[src/rtl/stat_sched.sv]
// Round-robin scheduler sharing one running max/min/average datapath between NREQ requesters.
// Optional stall watchdog built in when STAT_SCHED_TIMEOUT_EN is defined.
module stat_sched #(
   parameter int NREQ    = 4,
   parameter int WIDTH   = 8,
   parameter int LENW    = 4,
   parameter int TIMEOUT = 16
) (
   input  logic                   CLOCK,
   input  logic                   RESET_N,
   input  logic [NREQ-1:0]        REQ,
   input  logic [NREQ*LENW-1:0]   LEN,
   input  logic [NREQ*WIDTH-1:0]  DIN,
   input  logic [NREQ-1:0]        DIN_VALID,
   output logic                   DIN_READY,
   output logic [NREQ-1:0]        GNT,
   output logic [NREQ-1:0]        DONE,
   output logic [WIDTH-1:0]       RESULT,
   output logic                   ABORT,
   output logic                   DP_CLEAR,
   output logic                   DP_ENABLE,
   output logic                   DP_RESTART,
   output logic [WIDTH-1:0]       DP_DATA,
   input  logic [WIDTH-1:0]       DP_OUT,
   output logic                   BUSY
);

   localparam int IW = (NREQ > 1) ? $clog2(NREQ) : 1;

   typedef enum logic [2:0] {IDLE, CLEAR, STREAM, RESTART, CAPTURE} state_t;

   state_t            state;
   logic [IW-1:0]     ptr;
   logic [IW-1:0]     win;
   logic [IW-1:0]     win_next;
   logic [IW-1:0]     pick;
   logic              pick_valid;
   logic [LENW-1:0]   count;
   logic              req_w;
   logic              valid_w;
   logic [WIDTH-1:0]  din_w;
   logic              stall_expire;
   logic              abandon;

   always_comb begin
      req_w    = REQ[win];
      valid_w  = DIN_VALID[win];
      din_w    = DIN[int'(win)*WIDTH +: WIDTH];
      win_next = (win == IW'(NREQ-1)) ? '0 : win + 1'b1;
      abandon  = ((state == CLEAR) || (state == STREAM)) && (!req_w || stall_expire);
   end

   // First requester at or above the pointer, wrapping around.
   always_comb begin
      pick_valid = 1'b0;
      pick       = '0;
      for (int i = 0; i < NREQ; i++) begin
         if (!pick_valid && REQ[(int'(ptr) + i) % NREQ]) begin
            pick_valid = 1'b1;
            pick       = IW'((int'(ptr) + i) % NREQ);
         end
      end
   end

`ifdef STAT_SCHED_TIMEOUT_EN
   localparam int SW = $clog2(TIMEOUT + 1);
   logic [SW-1:0] stall;

   assign stall_expire = (state == STREAM) && !valid_w && (stall == SW'(TIMEOUT-1));

   always_ff @(posedge CLOCK) begin
      if (!RESET_N || state != STREAM || valid_w)
         stall <= '0;
      else
         stall <= stall + 1'b1;
   end
`else
   // TIMEOUT only matters when the stall watchdog is built in.
   assign stall_expire = (TIMEOUT < 0);
`endif

   always_ff @(posedge CLOCK) begin
      if (!RESET_N) begin
         state      <= IDLE;
         ptr        <= '0;
         win        <= '0;
         count      <= '0;
         GNT        <= '0;
         DONE       <= '0;
         RESULT     <= '0;
         ABORT      <= 1'b0;
         DIN_READY  <= 1'b0;
         DP_CLEAR   <= 1'b0;
         DP_ENABLE  <= 1'b0;
         DP_RESTART <= 1'b0;
         DP_DATA    <= '0;
         BUSY       <= 1'b0;
      end else begin
         DONE       <= '0;
         ABORT      <= 1'b0;
         DP_CLEAR   <= 1'b0;
         DP_ENABLE  <= 1'b0;
         DP_RESTART <= 1'b0;
         if (abandon) begin
            ABORT     <= 1'b1;
            GNT       <= '0;
            ptr       <= win_next;
            DIN_READY <= 1'b0;
            BUSY      <= 1'b0;
            state     <= IDLE;
         end else begin
            case (state)
               IDLE: begin
                  if (pick_valid) begin
                     win      <= pick;
                     GNT      <= NREQ'(1) << pick;
                     count    <= LEN[int'(pick)*LENW +: LENW];
                     DP_CLEAR <= 1'b1;
                     BUSY     <= 1'b1;
                     state    <= CLEAR;
                  end
               end
               CLEAR: begin
                  if (count == '0) begin
                     state <= RESTART;
                  end else begin
                     DIN_READY <= 1'b1;
                     state     <= STREAM;
                  end
               end
               STREAM: begin
                  DP_ENABLE <= valid_w;
                  DP_DATA   <= din_w;
                  if (valid_w) begin
                     count <= count - 1'b1;
                     if (count == LENW'(1)) begin
                        DIN_READY <= 1'b0;
                        state     <= RESTART;
                     end
                  end
               end
               // First RESTART cycle lets the last registered sample reach the datapath.
               RESTART: begin
                  if (!DP_RESTART)
                     DP_RESTART <= 1'b1;
                  else
                     state <= CAPTURE;
               end
               CAPTURE: begin
                  RESULT <= DP_OUT;
                  DONE   <= GNT;
                  GNT    <= '0;
                  ptr    <= win_next;
                  BUSY   <= 1'b0;
                  state  <= IDLE;
               end
               default: state <= IDLE;
            endcase
         end
      end
   end

endmodule

[config.mk]
export PLATFORM = sky130hd
export DESIGN_NAME = stat_sched
export DESIGN_NICKNAME = d
export VERILOG_FILES = /design/src/rtl/stat_sched.sv
export SDC_FILE = /design/constraint.sdc
export NUM_CORES = 1
export LEC_CHECK = 0
export ABC_AREA = 0
export CAP_MARGIN = 25
export CORE_UTILIZATION = 65
export DETAILED_ROUTE_END_ITERATION = 10
export DONT_BUFFER_PORTS = 1
export PLACE_DENSITY = 0.81
export SYNTH_ARGS = -nofsm -noshare
export SYNTH_HDL_FRONTEND = slang
export SYNTH_SLANG_ARGS = --single-unit
[constraint.sdc]
create_clock -name CLOCK -period 5.6 [get_ports CLOCK]
set_input_delay 1.12 -clock CLOCK [delete_from_list [all_inputs] [get_ports CLOCK]]
set_output_delay 1.12 -clock CLOCK [all_outputs]
set_load 0.05 [all_outputs]
==> results of run 1 <==
power by group through the flow:
stage                     logic [mW]  registers [mW]  clock network, mW
after CTS                      0.328           0.501              0.157
after global placement         0.311           0.505                  0
after detailed placement       0.326           0.508                  0
after floorplan                0.299           0.469                  0
after global routing           0.371           0.511              0.170
final                          0.335           0.501              0.155
cells by family (layout without fill, tap and decap cells):
| kind of cell | Yosys count | in the layout | share of synthesized area, % |
|---|---|---|---|
| flops | 41 | 41 | 37.7 |
| buf+inv | 22 | 18 | 3.97 |
| compound gates | 48 | 48 | 15.0 |
| simple gates | 102 | 102 | 24.2 |
| mux | 24 | 24 | 16.8 |
| fa+ha+maj | 4 | 4 | 2.30 |
sequential cells by signal, summed over array words and instances, names as in the netlist, 2 cells and up:
| register | count |
|---|---|
| GNT | 4 |
| state | 3 |
| win | 2 |
| RESULT | 8 |
| DONE | 4 |
| count | 4 |
| ptr | 2 |
| DP_DATA | 8 |
area by class of cell:
type | instances | share of cell area [%]
Inverter | 10 | 1.67
Clock buffer | 6 | 2.28
Clock inverter | 2 | 0.612
Sequential cell | 41 | 36.5
Multi-Input combinational cell | 178 | 56.5
Tap cell | 44 | 2.45
metrics by stage:
stage                     hold slack (ps)  cells  utilization [%]  area, um2
final                                 538    281             72.5       2250
after global routing                  574    281             72.5       2250
after CTS                             531    281             72.5       2250
after detailed placement              517    273             70.4       2180
after global placement                503    273             70.4       2180
after floorplan                       469    241                -       2180
worst max-delay path: stages, from the launching register on:
cell,delay (ps)
dfxtp_1,800
mux4_2,630
or3_1,510
nor2_2,140
nor2_2,80
and2_0,160
o21a_1,170
placed cells by master (no fill, tap or decap), drive strengths merged, types with 2 or more instances in the layout:
cell    synthesis  final
dfxtp          41     41
nand2          34     34
mux2i          13     13
nor2           13     13
nor2b          11     11
inv            10     10
mux4           10     10
a21boi         10     10
o21ai          10     10
and2           10     10
nand3           9      9
a21oi           6      6
clkbuf          7      6
nand2b          5      5
and3            5      5
nand4           4      4
ha              4      4
o211ai          3      3
nor3            3      3
o22ai           3      3
a211oi          3      3
o221ai          2      2
o21a            2      2
a31oi           2      2
or2             2      2
clkinv          0      2
final timing paths:
| kind | to | slack, ps | depth (start not counted) |
|---|---|---|---|
| max | ptr[0]$_SDFFE_PN0P_ | 3020 | 6 |
| min | count[2]$_SDFFE_PN0P_ | 540 | 2 |
| max reg2reg | ptr[0]$_SDFFE_PN0P_ | 3020 | 6 |
| min reg2reg | count[2]$_SDFFE_PN0P_ | 540 | 2 |
metal layers:
| layer | track usage, % | up-vias |
|---|---|---|
| met4 | 9.97 | 0 |
| met1 | 33.1 | 812 |
| met2 | 46.0 | 87 |
| li1 | - | 850 |
| met3 | 6.49 | 7 |
| met5 | 0 | - |
==> flow_summary.json, run 1 <==
{
  "status": "complete, no violations",
  "power_leakage_nw": 0.885,
  "clkPwrFrac_pct": 15.7,
  "grt_max_degree": 40,
  "grt_usage_pct": 27.0,
  "hold_viol": 0,
  "met3WireLength_um": 430,
  "dp_hpwl_um": 3600,
  "setup_viol_count_final": 0,
  "total_power_mw": 0.992,
  "path_clk_slew_ps": 110,
  "fillers": 274,
  "coreArea_mm2": 0.00310,
  "max_slew.worst_pin.slew_ps": 764,
  "power.density_mw_per_mm2": 441,
  "post_cts_buffers": 0,
  "power_frac_seq_pct": 50.6,
  "start_kind": "flip-flop",
  "slew-limit-headroom_pct": 48.6,
  "nets": 306,
  "fmax_mhz": 388,
  "worstSkewPairLatency_ps": 350,
  "placementRows": 20,
  "syn_nets": 311,
  "ant_nets": 0,
  "first_pass_iters": 4,
  "post-place-ws_ps": 2830,
  "maxCapViolations": 0,
  "top_layer": "met4",
  "met1_length_um": 1960,
  "cp-end-kind": "flip-flop",
  "clock_sinks": 41,
  "pwr-share-comb_pct": 33.8,
  "cts_hold_buf": 0,
  "yosysUniqueCellTypes": 46,
  "die_area_mm2": 0.00359,
  "vias": 1756,
  "syn2layout_area_growth_pct": 3.28,
  "yosysWarnings": 0,
  "synthTopCellsByCount": "41 x dfxtp_1, 34 x nand2_1, 13 x mux2i_1",
  "grt_pass1_wl_um": 7170,
  "synth_area_leaders": "dfxtp_1 38%, mux4_2 10%, mux2i_1 6.0%, nand2_1 5.9%, a21boi_0 3.4%",
  "ys_ff_latch": 41,
  "rsz0062_at_grt": "false",
  "antenna_found_initial": 0,
  "critPathKind": "flip-flop to flip-flop",
  "p_sw_mw": 0.434,
  "synth_area_mm2": 0.00218,
  "async_reset_ff_share_pct": 0,
  "yosysTopAreaCell": "dfxtp_1",
  "root_buffer": "clkbuf_4",
  "clk_path_buf_depth": 2,
  "fin_tns_setup_ps": 0,
  "internal-power_mw": 0.558,
  "gr-total-overflow": 0,
  "cts.repair.resized": 0,
  "p_sw_share_pct": 43.8,
  "syn_avg_cell_area_um2": 9.03,
  "vdd_drop_max_v": 0.000230,
  "min_period_ps": 2580,
  "period_share_pct": 46.1,
  "fin_skew_ps": 8.87,
  "hp-start": "count[2]$_SDFFE_PN0P_",
  "multi_input_area_mm2": 0.00127,
  "wl_met2_um": 2280,
  "drt_iter0_markers": 99,
  "avgRoutedWirePerCell_um": 16.8,
  "cp_max_fo": 13,
  "via_per_inst": 6.25,
  "crit_path_start": "win[0]$_SDFFE_PN0P_",
  "finalWorstSetupSlack_ps": 3020,
  "start_util_pct": 70.2,
  "hold_path_class": "flip-flop to flip-flop",
  "synth_ff_type": "dfxtp_1",
  "synth.most_common_cell": "dfxtp_1",
  "grt_pass1_vias": 1658,
  "drive_above_1_share_pct": 10.1,
  "register_area_um2": 821,
  "seq_area_frac_synth_pct": 37.7,
  "io_pins": 96,
  "die_h_um": 59.9,
  "totalWireLength_um": 4730,
  "drv_slew": 0,
  "r2r_start": "win[0]$_SDFFE_PN0P_",
  "cts_tree": "done",
  "netlist_instances": 241,
  "critPathRequiredTime_ps": 5850,
  "io_buffer_count": 0,
  "drc": 0,
  "antenna_cells": 0,
  "die_w_um": 59.9,
  "synth_enable_flop_cells": 0,
  "numCtsBuffers": 5,
  "place_congestion": 0.876,
  "synth_top_cell_area_share_pct": 37.7,
  "cts-htree-levels": 2,
  "cp.arrival_ps": 2830
}
No activity file was read; power rests on OpenSTA's default activity.
==> inputs of run 2 (changes only) <==
--- a/config.mk
+++ b/config.mk
@@ -7,10 +7,10 @@
 export LEC_CHECK = 0
 export ABC_AREA = 0
 export CAP_MARGIN = 25
-export CORE_UTILIZATION = 65
+export CORE_UTILIZATION = 62
 export DETAILED_ROUTE_END_ITERATION = 10
 export DONT_BUFFER_PORTS = 1
-export PLACE_DENSITY = 0.81
+export PLACE_DENSITY = 0.78
 export SYNTH_ARGS = -nofsm -noshare
 export SYNTH_HDL_FRONTEND = slang
 export SYNTH_SLANG_ARGS = --single-unit
==> constraint.sdc (replaced) <==
create_clock -name CLOCK -period 2.6 [get_ports CLOCK]
set_input_delay 0.52 -clock CLOCK [delete_from_list [all_inputs] [get_ports CLOCK]]
set_output_delay 0.52 -clock CLOCK [all_outputs]
set_load 0.05 [all_outputs]
==> run 2 against run 1 <==
Via count grew 0.40%; critical endpoint is now count[1]$_SDFFE_PN0P_; worst setup slack got worse by 2500 ps; cell area increased by 3.3%.
==> flow_summary.json, run 2 (synthesis results as in run 1) <==
{
  "status": "complete, no violations",
  "vias": 1763,
  "cts-htree-levels": 2,
  "period_share_pct": 78.8,
  "critical-path-max-stage-delay_ps": 570,
  "fillers": 294,
  "postPlaceCellArea_mm2": 0.00222,
  "start_util_pct": 65.2,
  "cp_max_fo": 12,
  "clock_sinks": 41,
  "cp-end-kind": "flip-flop",
  "ant_nets": 0,
  "cp.arrival_ps": 2320,
  "avgRoutedWirePerCell_um": 16.8,
  "syn2layout_area_growth_pct": 6.67,
  "total_power_mw": 2.34,
  "fmax_mhz": 488,
  "start_kind": "flip-flop",
  "max_slew.worst_pin.slew_ps": 562,
  "cts_tree": "done",
  "totalWireLength_um": 4830,
  "reg.largest.list": "DP_DATA (8), RESULT (8)",
  "nets": 310,
  "die_w_um": 61.3,
  "coreArea_mm2": 0.00334,
  "gr-total-overflow": 0,
  "die_area_mm2": 0.00375,
  "layout_commonest_cell": "dfxtp_1",
  "most-common-layout-cells": "41 x dfxtp_1, 34 x nand2_1, 13 x mux2i_1",
  "slew-limit-headroom_pct": 62.5,
  "numCtsBuffers": 5,
  "vdd_drop_max_v": 0.000491,
  "cts.repair.resized": 0,
  "path_clk_slew_ps": 130,
  "root_buffer": "clkbuf_4",
  "drc": 0,
  "setup_viol_count_final": 0,
  "antenna_cells": 0,
  "rsz0062_at_grt": "false",
  "via_per_inst": 6.14,
  "fin_tns_setup_ps": 0,
  "antenna_found_initial": 0,
  "critical-path-top-delay-family": "simple AND/OR/NAND/NOR gates",
  "fin_skew_ps": 16.2,
  "grt_pass1_wl_um": 7270,
  "grt_pass1_vias": 1550,
  "hold_path_class": "input port to flip-flop",
  "hold_viol": 0,
  "critPathKind": "flip-flop to flip-flop",
  "maxCapViolations": 0,
  "power_leakage_nw": 0.924,
  "grt_usage_pct": 26.5,
  "dp_hpwl_um": 3620,
  "post_cts_buffers": 0,
  "io_pins": 96,
  "place_congestion": 0.873,
  "min_period_ps": 2050,
  "register_area_um2": 821,
  "cp_cell_sequence": "buf_4 > mux4_2 > and3_1 > or2_1 > nand3_1 > a221o_1 > o21ai_1",
  "slowest_stage": "mux4_2",
  "placementRows": 21,
  "clk_path_buf_depth": 2,
  "multi_input_area_mm2": 0.00127,
  "fin_area_mm2": 0.00232,
  "timing.hold.ws_ps": 285,
  "critPathRequiredTime_ps": 2870,
  "worstSkewPairLatency_ps": 360,
  "drv_slew": 0,
  "first_pass_iters": 4,
  "cts_hold_buf": 0,
  "drive_above_1_share_pct": 11.6,
  "grt_max_degree": 40,
  "die_h_um": 61.3,
  "drt_iter0_markers": 100,
  "power.density_mw_per_mm2": 1010,
  "io_buffer_count": 0,
  "path_buf_inv": 1
}
run 2: cell types whose count changed in the layout (fill, tap and decap cells not counted), sizes merged:
cell    before  now
buf          0    4
bufinv       0    2
clkbuf       6    5
clkinv       2    0
inv         10   11
run 2: per-layer routing:
metal / routed length (um) / up-vias / track usage [%]
li1: - / 857 / -
met1: 2060 / 835 / 35.6
met2: 2420 / 65 / 41.1
met3: 309 / 6 / 8.40
met4: 37 / 0 / 7.79
met5: 0 / - / 0
run 2: final timing paths:
path,from,end,slack [ps],cells past startpoint
setup / recovery,win[0]$_SDFFE_PN0P_,count[1]$_SDFFE_PN0P_,550,7
hold / removal,RESET_N,ptr[0]$_SDFFE_PN0P_,290,1
setup reg to reg,win[0]$_SDFFE_PN0P_,count[1]$_SDFFE_PN0P_,550,7
hold reg to reg,count[2]$_SDFFE_PN0P_,count[2]$_SDFFE_PN0P_,520,2
run 2: power breakdown:
part	leakage [nW]	total [mW]	switching [mW]	internal (mW)
Combinational	0.534	0.766	0.422	0.344
Clock	0.0558	0.522	0.219	0.303
Sequential	0.334	1.05	0.306	0.742
run 2: final cells by class:
cell class / count / area share (%)
inverter: 10 / 1.62
timing repair buffer: 4 / 1.29
tap: 46 / 2.48
clock inverter: 3 / 2.96
multi-input combinational: 178 / 54.7
clock buffer: 5 / 1.62
sequential: 41 / 35.3
run 2: per-stage QoR:
stage,std cells,setup slack (ps),util [%]
floorplan,241,536,-
CTS,287,551,69.6
finish,287,551,69.6
global route,287,414,69.6
detailed placement,279,465,66.4
global placement,279,488,66.4
==> inputs of run 3 (changes only) <==
==> constraint.sdc (replaced) <==
create_clock -name CLOCK -period 2 [get_ports CLOCK]
set_input_delay 0.4 -clock CLOCK [delete_from_list [all_inputs] [get_ports CLOCK]]
set_output_delay 0.4 -clock CLOCK [all_outputs]
set_load 0.05 [all_outputs]
==> run 3 against run 2 <==
Sequential cell count did not move; combinational power rose by 41%; final cell count up 2.4%; utilization rose by 1.8 points; worst setup slack worse by 470 ps; non-clock buffer count up 7; critical path depth decreased by 1; via count grew 2.9%; clock power rose by 34%; fmax increased by 6.8%; hold slack lost 150 ps.
==> flow_summary.json, run 3 (synthesis results as in run 1) <==
{
  "totalWireLength_um": 5050,
  "coreArea_mm2": 0.00334,
  "postPlaceCellArea_mm2": 0.00226,
  "total_power_mw": 3.14,
  "first_pass_iters": 4,
  "placementRows": 21,
  "gr-total-overflow": 0,
  "cts_tree": "done",
  "dp_cells": 285,
  "grt_usage_pct": 27.7,
  "maxCapViolations": 0,
  "fmax_mhz": 521,
  "post-place-ws_ps": 39.4,
  "antenna_found_initial": 0,
  "avgRoutedWirePerCell_um": 17.2,
  "fin_util_pct": 71.4,
  "io_buffer_count": 0,
  "rsz0062_at_grt": "false",
  "grt_pass1_vias": 1644,
  "drive_above_1_share_pct": 15.3,
  "hold_viol": 0,
  "period_share_pct": 95.9,
  "syn2layout_area_growth_pct": 9.43,
  "grt_pass1_wl_um": 7500,
  "path_clk_slew_ps": 130,
  "power_leakage_nw": 0.959,
  "drv_slew": 0,
  "most-common-layout-cells": "39 x dfxtp_1, 34 x nand2_1, 13 x mux2i_1",
  "die_h_um": 61.3,
  "hold_path_class": "input port to flip-flop",
  "antenna_cells": 0,
  "dp_hpwl_um": 3770,
  "root_buffer": "clkbuf_4",
  "timing.hold.ws_ps": 136,
  "cp-end-kind": "flip-flop",
  "critPathRequiredTime_ps": 2290,
  "numCtsBuffers": 5,
  "layout_commonest_cell": "dfxtp_1",
  "vdd_drop_max_v": 0.000606,
  "grt_max_degree": 40,
  "place_congestion": 0.913,
  "io_pins": 96,
  "max_slew.worst_pin.slew_ps": 555,
  "cp.arrival_ps": 2210,
  "slew-limit-headroom_pct": 62.9,
  "die_area_mm2": 0.00375,
  "drt_iter0_markers": 93,
  "vias": 1814,
  "finalWorstSetupSlack_ps": 81.9,
  "nets": 317,
  "drc": 0,
  "fin_skew_ps": 13.4,
  "start_kind": "flip-flop",
  "fin_area_mm2": 0.00238,
  "cts-htree-levels": 2,
  "ant_nets": 0,
  "clock_sinks": 41,
  "final_cells": 294,
  "clk_path_buf_depth": 2,
  "cts_hold_buf": 0,
  "critPathKind": "flip-flop to flip-flop",
  "worstSkewPairLatency_ps": 380,
  "via_per_inst": 6.17,
  "reg.largest.list": "DP_DATA (8), RESULT (8)",
  "cp_max_fo": 5,
  "die_w_um": 61.3,
  "status": "complete, no violations",
  "power.density_mw_per_mm2": 1320,
  "start_util_pct": 65.2,
  "fin_tns_setup_ps": 0,
  "min_period_ps": 1920,
  "setup_viol_count_final": 0
}
run 3: per-layer routing:
metal	GRT usage (%)	wire length, um
met3	9.45	357
met1	35.5	2070
met4	10.1	68
met2	43.3	2560
met5	0	0
run 3: final cells by class:
cell class              instances  area (um2)
clock inverters                 3        68.8
clock buffers                   5        37.5
flip-flops and latches         41         823
multi-input cells             178        1270
fillers                       276         955
inverters                      10        37.5
well taps                      46        57.6
repair buffers                 11        82.6
run 3: worst max-delay path, cell delays in order (launching register included):
cell,delay [ps]
dfxtp_2,360
mux4_2,520
or3_4,420
nor2_2,100
nor2_2,80
and2_0,180
o21a_1,180
run 3: worst paths after layout:
path / cells after the start / slack (ps) / endpoint / start
worst max-delay path: 6 / 80 / ptr[0]$_SDFFE_PN0P_ / win[0]$_SDFFE_PN0P_
worst min-delay path: 1 / 140 / ptr[0]$_SDFFE_PN0P_ / RESET_N
worst max register to register: 6 / 80 / ptr[0]$_SDFFE_PN0P_ / win[0]$_SDFFE_PN0P_
worst min register to register: 2 / 550 / count[2]$_SDFFE_PN0P_ / count[2]$_SDFFE_PN0P_
run 3: power by group:
part,internal [mW],switching [mW],leakage (nW)
Sequential,0.966,0.391,0.335
Clock,0.393,0.309,0.0558
Combinational,0.492,0.584,0.568
run 3: what timing repair did:
item	4_1_cts	5_1_grt
endpoints found under the setup margin	0	3
setup buffers	0	1
gates resized for setup	0	4
